[config.mk]
export PLATFORM = sky130hd
export DESIGN_NAME = enemy_walker
export DESIGN_NICKNAME = d
export VERILOG_FILES = /design/src/rtl/enemy_walker.sv
export SDC_FILE = /design/constraint.sdc
export NUM_CORES = 1
export LEC_CHECK = 0
export ABC_AREA = 1
export BUFFER_PORTS_ARGS = -buffer_cell sky130_fd_sc_hd__buf_2
export CAP_MARGIN = 20
export CORE_ASPECT_RATIO = 0.6
export CORE_MARGIN = 3
export CORE_UTILIZATION = 35
export DETAILED_ROUTE_END_ITERATION = 12
export SYNTH_ARGS = -nofsm -noshare
export SYNTH_HDL_FRONTEND = slang
export SYNTH_SLANG_ARGS = --single-unit
[constraint.sdc]
create_clock -name clk -period 6.01 [get_ports clk]
set_input_delay 0.3005 -clock clk [delete_from_list [all_inputs] [get_ports clk]]
set_output_delay 0.3005 -clock clk [all_outputs]
set_load 0.005 [all_outputs]
[src/rtl/enemy_walker.sv]
// Tile-by-tile enemy sprite walker: takes a one-hot direction, steps STEP pixels per
// frame until a full tile is covered, and backs off to the start tile on a collision.
module enemy_walker #(
  parameter int unsigned INIT_X = 64,
  parameter int unsigned INIT_Y = 64,
  parameter int unsigned TILE   = 32,
  parameter int unsigned STEP   = 2,
  parameter int unsigned X_MIN  = 32,
  parameter int unsigned X_MAX  = 576,
  parameter int unsigned Y_MIN  = 32,
  parameter int unsigned Y_MAX  = 416
) (
  input  logic        clk,
  input  logic        reset,
  input  logic        enable,
  input  logic        startOfFrame,
  input  logic [3:0]  random_direction,
  input  logic        collision,
  output logic [10:0] topLeftX,
  output logic [10:0] topLeftY,
  output logic [3:0]  direction,
  output logic        moving
);

  localparam int unsigned W  = 11;
  localparam int unsigned CW = 12;

  typedef enum logic [1:0] {S_CHOOSE, S_MOVE, S_BACKOFF} state_e;

  state_e         state_q, state_d;
  logic [W-1:0]   x_q, x_d, y_q, y_d;
  logic [W-1:0]   ox_q, ox_d, oy_q, oy_d;
  logic [W-1:0]   prog_q, prog_d;
  logic [3:0]     dir_q, dir_d;
  logic           pend_q, pend_d;
  logic           moving_q, moving_d;

  logic           frame;
  logic           one_hot;
  logic           fits;
  logic [W-1:0]   x_fwd, y_fwd, x_back, y_back;

  assign frame   = enable & startOfFrame;
  assign one_hot = (random_direction != 4'd0) &&
                   ((random_direction & (random_direction - 4'd1)) == 4'd0);

  // Target tile must stay inside the legal box; checked in 12 bits so nothing wraps
  always_comb begin
    fits = 1'b0;
    unique case (random_direction)
      4'b0001: fits = {1'b0, y_q} >= CW'(Y_MIN + TILE);
      4'b0010: fits = ({1'b0, y_q} + CW'(TILE)) <= CW'(Y_MAX);
      4'b0100: fits = {1'b0, x_q} >= CW'(X_MIN + TILE);
      4'b1000: fits = ({1'b0, x_q} + CW'(TILE)) <= CW'(X_MAX);
      default: fits = 1'b0;
    endcase
  end

  // Forward and reverse single-step positions for the latched direction
  always_comb begin
    x_fwd  = x_q;
    y_fwd  = y_q;
    x_back = x_q;
    y_back = y_q;
    unique case (dir_q)
      4'b0001: begin y_fwd = y_q - W'(STEP); y_back = y_q + W'(STEP); end
      4'b0010: begin y_fwd = y_q + W'(STEP); y_back = y_q - W'(STEP); end
      4'b0100: begin x_fwd = x_q - W'(STEP); x_back = x_q + W'(STEP); end
      4'b1000: begin x_fwd = x_q + W'(STEP); x_back = x_q - W'(STEP); end
      default: ;
    endcase
  end

  always_comb begin
    state_d = state_q;
    x_d     = x_q;
    y_d     = y_q;
    ox_d    = ox_q;
    oy_d    = oy_q;
    prog_d  = prog_q;
    dir_d   = dir_q;
    // Collision is latched on any edge while moving, frame or not
    pend_d  = pend_q | ((state_q == S_MOVE) & collision);

    if (frame) begin
      unique case (state_q)
        S_CHOOSE: begin
          if (one_hot && fits) begin
            dir_d   = random_direction;
            ox_d    = x_q;
            oy_d    = y_q;
            prog_d  = '0;
            state_d = S_MOVE;
          end
        end
        S_MOVE: begin
          if (pend_q) begin
            pend_d  = 1'b0;
            state_d = (x_q == ox_q && y_q == oy_q) ? S_CHOOSE : S_BACKOFF;
          end else begin
            x_d    = x_fwd;
            y_d    = y_fwd;
            prog_d = prog_q + W'(STEP);
            if (prog_q + W'(STEP) == W'(TILE)) begin
              state_d = S_CHOOSE;
              pend_d  = 1'b0;
            end
          end
        end
        S_BACKOFF: begin
          if (x_q == ox_q && y_q == oy_q) begin
            state_d = S_CHOOSE;
          end else begin
            x_d = x_back;
            y_d = y_back;
            if (x_back == ox_q && y_back == oy_q) state_d = S_CHOOSE;
          end
        end
        default: state_d = S_CHOOSE;
      endcase
    end

    moving_d = (state_d != S_CHOOSE);
  end

  always_ff @(posedge clk or posedge reset) begin
    if (reset) begin
      state_q  <= S_CHOOSE;
      x_q      <= W'(INIT_X);
      y_q      <= W'(INIT_Y);
      ox_q     <= W'(INIT_X);
      oy_q     <= W'(INIT_Y);
      prog_q   <= '0;
      dir_q    <= '0;
      pend_q   <= 1'b0;
      moving_q <= 1'b0;
    end else begin
      state_q  <= state_d;
      x_q      <= x_d;
      y_q      <= y_d;
      ox_q     <= ox_d;
      oy_q     <= oy_d;
      prog_q   <= prog_d;
      dir_q    <= dir_d;
      pend_q   <= pend_d;
      moving_q <= moving_d;
    end
  end

  assign topLeftX  = x_q;
  assign topLeftY  = y_q;
  assign direction = dir_q;
  assign moving    = moving_q;

endmodule

# After elaboration in Yosys (flattened, before gate mapping)
# Cells that the tools add are included.
[totals] reg_bits=63 inputBits=9 out_inout_bits=27
[classes] addsub=8 order_cmp=4 n_eq_ne=20 mux=26 bitwise_logic=4 reduce_logical=14
[ops] cell="11-bit one-hot mux with 2 select lines" count=7
[ops] cell="11-bit two-way mux" count=6
[ops] cell="11-bit equality test" count=4
[ops] cell="11-bit by 2-bit adder with 11-bit output, second input constant" count=3
[ops] cell="11-bit by 6-bit adder with 12-bit output, second input constant" count=2
[ops] cell="11-bit by 7-bit >= comparator with 1-bit output, second input constant" count=2
[ops] cell="11-bit by 2-bit subtractor with 11-bit output, second input constant" count=2
[ops] cell="2-bit two-way mux" count=7
[ops] cell="12-bit by 10-bit <= comparator with 1-bit output, second input constant" count=1
[ops] cell="12-bit by 9-bit <= comparator with 1-bit output, second input constant" count=1
[ops] cell="11-bit by 6-bit equality test with 1-bit output, second input constant" count=1
[ops] cell="5-bit AND reduction" count=2
[ops] cell="4-bit by 1-bit equality test with 1-bit output, second input constant" count=2
[ops] cell="4-bit by 2-bit equality test with 1-bit output, second input constant" count=2
[ops] cell="4-bit by 3-bit equality test with 1-bit output, second input constant" count=2
[ops] cell="4-bit equality test, second input constant" count=2
[ops] cell="2-bit != test, second input constant" count=3
[ops] cell="3-bit by 1-bit != test with 1-bit output, second input constant" count=2
[ops] cell="2-bit one-hot mux with 3 select lines" count=1
[ops] cell="2-bit nonzero test" count=3
[ops] cell="4-bit AND" count=1
[ops] cell="1-bit logical AND" count=4
[ops] cell="4-bit logical NOT" count=1
[ops] cell="1-bit two-way mux" count=4
[ops] cell="other kinds (10)" count=11

# Depth between registers and ports, before layout
[logic_depth] ltp_word=9 depth_mapped=19

# Worst setup path after synthesis
# No wires, ideal clock.
[synth_path] kind="register to register" startpoint="register y_q[6] (netlist: topLeftY[6])" endpoint="register prog_q[1]" setup_ns=0.121 t_arrival_ns=1.993 required_time_ns=5.889 path_slack_ns=3.896 path_stages_with_launch=12 n_path_buf=2 cell_sequence="dfstp_2 -> buf_2 -> inv_1 -> ha_1 -> o21ai_0 -> o311ai_1 -> nand4_1 -> nand3_2 -> inv_2 -> buf_6 -> nand3_1 -> o21ai_1"
[synth_between] elab_chain_cells=6 word_cells_on_any_way=7 classes_between="add/sub: 1; order compare: 2; eq/ne: 1; mux: 1; reduce/logical: 2"
[synth_lines] item="from (decl)" line="31" text="logic [W-1:0] x_q, x_d, y_q, y_d;"
[synth_lines] item="from (signal assigned)" line="130" text="y_q <= W'(INIT_Y);"
[synth_lines] item="from (signal assigned)" line="140" text="y_q <= y_d;"
[synth_lines] item="11-bit by 6-bit adder with 12-bit output" line="52" text="4'b0010: fits = ({1'b0, y_q} + CW'(TILE)) <= CW'(Y_MAX);"
[synth_lines] item="12-bit by 9-bit <= comparator with 1-bit output" line="52"
[synth_lines] item="1-bit one-hot mux with 4 select lines (*)" line="50" text="unique case (random_direction)"
[synth_lines] item="1-bit logical AND (*)" line="88" text="if (one_hot && fits) begin"
[synth_lines] item="2-bit != test (no source line) (*)"
[synth_lines] item="4-bit AND reduction (no source line) (*)"
[synth_lines] item="to (signal assigned)" line="143" text="prog_q <= prog_d;"
[synth_lines] item="to (decl)" line="33" text="logic [W-1:0] prog_q, prog_d;"
# Mark *: on every way between the ends. The rest lies on a longest branch, timed or not.
# A chain may end at the register's enable or synchronous reset.

# Worst setup path in the final report
[layout_path] startpoint="register x_q[6] (netlist: topLeftX[6])" endpoint="register ox_q[3]"
[layout_between] elab_chain_cells=5 word_cells_on_any_way=6 classes_between="add/sub: 1; order compare: 2; mux: 1; reduce/logical: 2"
[layout_lines] item="from (decl)" line="31"
[layout_lines] item="from (signal assigned)" line="129" text="x_q <= W'(INIT_X);"
[layout_lines] item="11-bit by 6-bit adder with 12-bit output" line="54" text="4'b1000: fits = ({1'b0, x_q} + CW'(TILE)) <= CW'(X_MAX);"
[layout_lines] item="12-bit by 10-bit <= comparator with 1-bit output" line="54"
[layout_lines] item="1-bit one-hot mux with 4 select lines (*)" line="50"
[layout_lines] item="1-bit logical AND (*)" line="88"
[layout_lines] item="3-bit AND reduction (no source line) (*)"
[layout_lines] item="to (signal assigned)" line="131" text="ox_q <= W'(INIT_X);"
[layout_lines] item="to (decl)" line="32" text="logic [W-1:0] ox_q, ox_d, oy_q, oy_d;"
# Marks and branches as above.

==> impl_metrics.csv <==
group,metric,value,unit
critical_path,worstReg2RegEnd,"ox_q[3]",
flow_run,maxCapViolations,0,
critical_path,r2r_cells,9,
clocking,htreeDepth,3,
pwr,p_per_area,583,nW/um2
clocking,ctsResizeCount,0,
floorplanning,die_area,15900,um2
pwr,irDropWorstVdd,248,uV
yosys,synthAdderAreaFrac,0.0372,
timing,rsz0062_at_grt,"false",
pwr,leakage,2.68,nW
detailed_routing,drt_iter0_drc,553,
yosys,ys_types,43,
critical_path,path_max_fanout,48,
grt,grt_start_max_net_pins,59,
grt,antenna_found_initial,0,
floorplanning,start_util,0.364,
detailed_routing,avgViaCountPerCell,5.24,
critical_path,regToRegStartpoint,"topLeftX[6]",
yosys,synth_compound_area_frac,0.114,
place,gp_congestion,0.962,
floorplanning,rows,33,
cells_and_area,nets,797,
critical_path,cp_cell_sequence,"ha_1, inv_1, nor2_2, a22oi_1, o21ai_1, nand4_1, nand3_1, nand3_2, o21ai_0",
floorplanning,die_w,161,um
yosys,synthMuxAreaShare,0,
cells_and_area,final_util,0.401,
cells_and_area,num_antenna_cells,0,
grt,grt_pass1_wl,25.0,mm
cells_and_area,final_cells,970,
grt,grt_overflow,0,
cells_and_area,layout-drive-gt1-share,0.116,
cells_and_area,syn_to_final_growth,10.3,%
clocking,clkSinkCount,58,
clocking,clock_latency,0.34,ns
yosys,synth-seq-cells,58,
clocking,cts_buffers,9,
yosys,synth-simple-area-share,0.379,
timing,finClkSkew,0.00844,ns
detailed_routing,postRouteAntennaNets,0,
yosys,synthCells,758,
min_path,min-delay-path-class,"in2async",
critical_path,slowest_stage,"nand3_2",
yosys,syn-mean-instance-area,6.66,um2
clocking,postCtsSetupBuffers,0,
timing,min_period,3.06,ns
critical_path,r2r_slack,2.95,ns
detailed_routing,drcViolationCount,0,
timing,slew_violations,0,
floorplanning,coreArea,13900,um2
place,dp.cells,954,
timing,tightest_slew,0.967,ns
critical_path,critical-path-max-stage-delay,0.72,ns
timing,relSlewSlack,0.353,
timing,max_freq,327,MHz
yosys,syn_area,5050,um2
grt,grt_pass1_vias,4550,
clocking,cts_tree,"yes",
place,port_buffers,33,
yosys,synth_top_family_by_area,"simple AND/OR/NAND/NOR gates",
critical_path,crit_arrival,3.28,ns
detailed_routing,first_pass_iters,5,
status,status,"finished, final reports clean",
detailed_routing,avgRoutedWirePerCell,16.0,um
clocking,hold_buffers,0,
critical_path,start_kind,"register",
clocking,path_clk_slew,0.06,ns
timing,setup-violations-final,0,
timing,holdWs,0.199,ns
critical_path,critPathKind,"reg2reg",
timing,fin_crit_sh,0.509,
detailed_routing,routed_wirelength,15.6,mm
pwr,power,3.25,mW
yosys,synth-xor-area-share,0.0746,
yosys,yosysWarnings,0,
timing,setup_slack,2.95,ns
floorplanning,num_io_pins,36,
cells_and_area,stdcell_area,5570,um2
clocking,clockRootBuffer,"clkbuf_16",
place,place_hpwl,11.3,mm
place,placed_cell_area,5250,um2
clocking,cts_buffer_depth,2,
floorplanning,die_h,99.0,um
timing,hold_viol,0,
place,pre_cts_slack,2.97,ns
timing,fin_setup_tns,0,ns
yosys,ys_seq_area_frac,0.288,
grt,grt_usage,0.200,
critical_path,cp.required,6.23,ns
detailed_routing,vias,5084,
critical_path,cp-end-kind,"register",
[cell families (layout without fill, tap and decap cells)]
family / count (synthesis) / count (layout)
AOI/OAI and AO/OA: 105 / 105
xor gates and xnor gates: 43 / 43
adders and majority gates: 15 / 15
buffers and inverters: 113 / 132
DFF: 58 / 58
other: 1 / 2
and+or+nand+nor: 423 / 423
[per-layer routing]
layer  GRT usage  wire length (um)  vias up
met1       0.313              7950     2304
met2       0.250              5600      228
met3      0.0811              1900       13
met4      0.0364               108        0
met5           0                 0        -
li1            -                 -     2539
[report_power, final]
part	total (mW)	switching, mW	internal, mW	leakage [nW]
logic	1.79	1.16	0.628	1.80
clock network	0.567	0.195	0.373	0.156
registers	0.897	0.323	0.574	0.723
[final cells by class]
cell class / count / area (um2)
well taps: 192 / 240
multi-input cells: 588 / 3060
flip-flops and latches: 58 / 1460
clock inverters: 5 / 77.6
fillers: 1476 / 8300
clock buffers: 11 / 243
inverters: 80 / 303
repair buffers: 36 / 188
[cells in the final DEF, fill, tap and decap left out, drive strengths merged, types with 3 or more instances in the layout]
master / instances
nand3: 121
dfstp: 4
dfrtp: 54
ha: 15
nor3: 8
o211ai: 5
nor4: 5
clkbuf: 11
clkinv: 5
o21ai: 62
nand4: 15
nor2: 68
buf: 36
xnor2: 6
nand3b: 8
xor2: 37
o22ai: 4
inv: 77
a211oi: 3
nand2: 196
a21oi: 22
[critical path: cells and delay by family, from the launching register on]
| family | cells | cell delay [ns] |
|---|---|---|
| AO/OA/AOI/OAI | 3 | 0.72 |
| flip-flops | 1 | 0.64 |
| adder cells (fa/ha/maj) | 1 | 0.25 |
| buffers and inverters | 1 | 0.11 |
| AND/OR/NAND/NOR | 4 | 1.21 |
[synthesized netlist by cell type, drive strengths merged]
master	instances	area [um2]
clkinv	3	13.8
xor2	37	324
xnor2	6	52.6
nor2	68	283
a21oi	22	110
a311oi	1	8.76
a31oi	2	12.5
nor4	5	31.3
nand2	196	753
dfstp	4	105
or2	2	12.5
a211oi	3	22.5
buf	25	200
conb	1	3.75
o211ai	5	37.5
nor3	8	45.0
nand3	121	636
ha	15	188
o31ai	2	15.0
nand3b	8	60.1
nand4	15	93.8
clkbuf	8	31.3
o221ai	1	8.76
dfrtp	54	1350
o21ai	62	310
a22oi	1	7.51
o22ai	4	25.0
inv	77	289
o311ai	2	17.5
[registers in the layout, summed over array words and instances, names as in the netlist]
register and flops:
prog_q 10, ox_q 10, pend_q 1, oy_q 10
moving 1, topLeftY 10, topLeftX 10, state_q 2
direction 4
[worst max path at each step]
stage | start | endpoint | slack (ns) | depth (start not counted)
after floorplan | topLeftY[6] | prog_q[1] | 3.90 | 11
after global placement | topLeftY[6] | ox_q[6] | 3.09 | 9
after detailed placement | topLeftY[6] | ox_q[3] | 2.97 | 9
after CTS | topLeftY[6] | ox_q[3] | 2.94 | 9
after global routing | topLeftY[6] | oy_q[2] | 2.60 | 9
final | topLeftX[6] | ox_q[3] | 2.95 | 9
(Power assumes the default switching activity.)
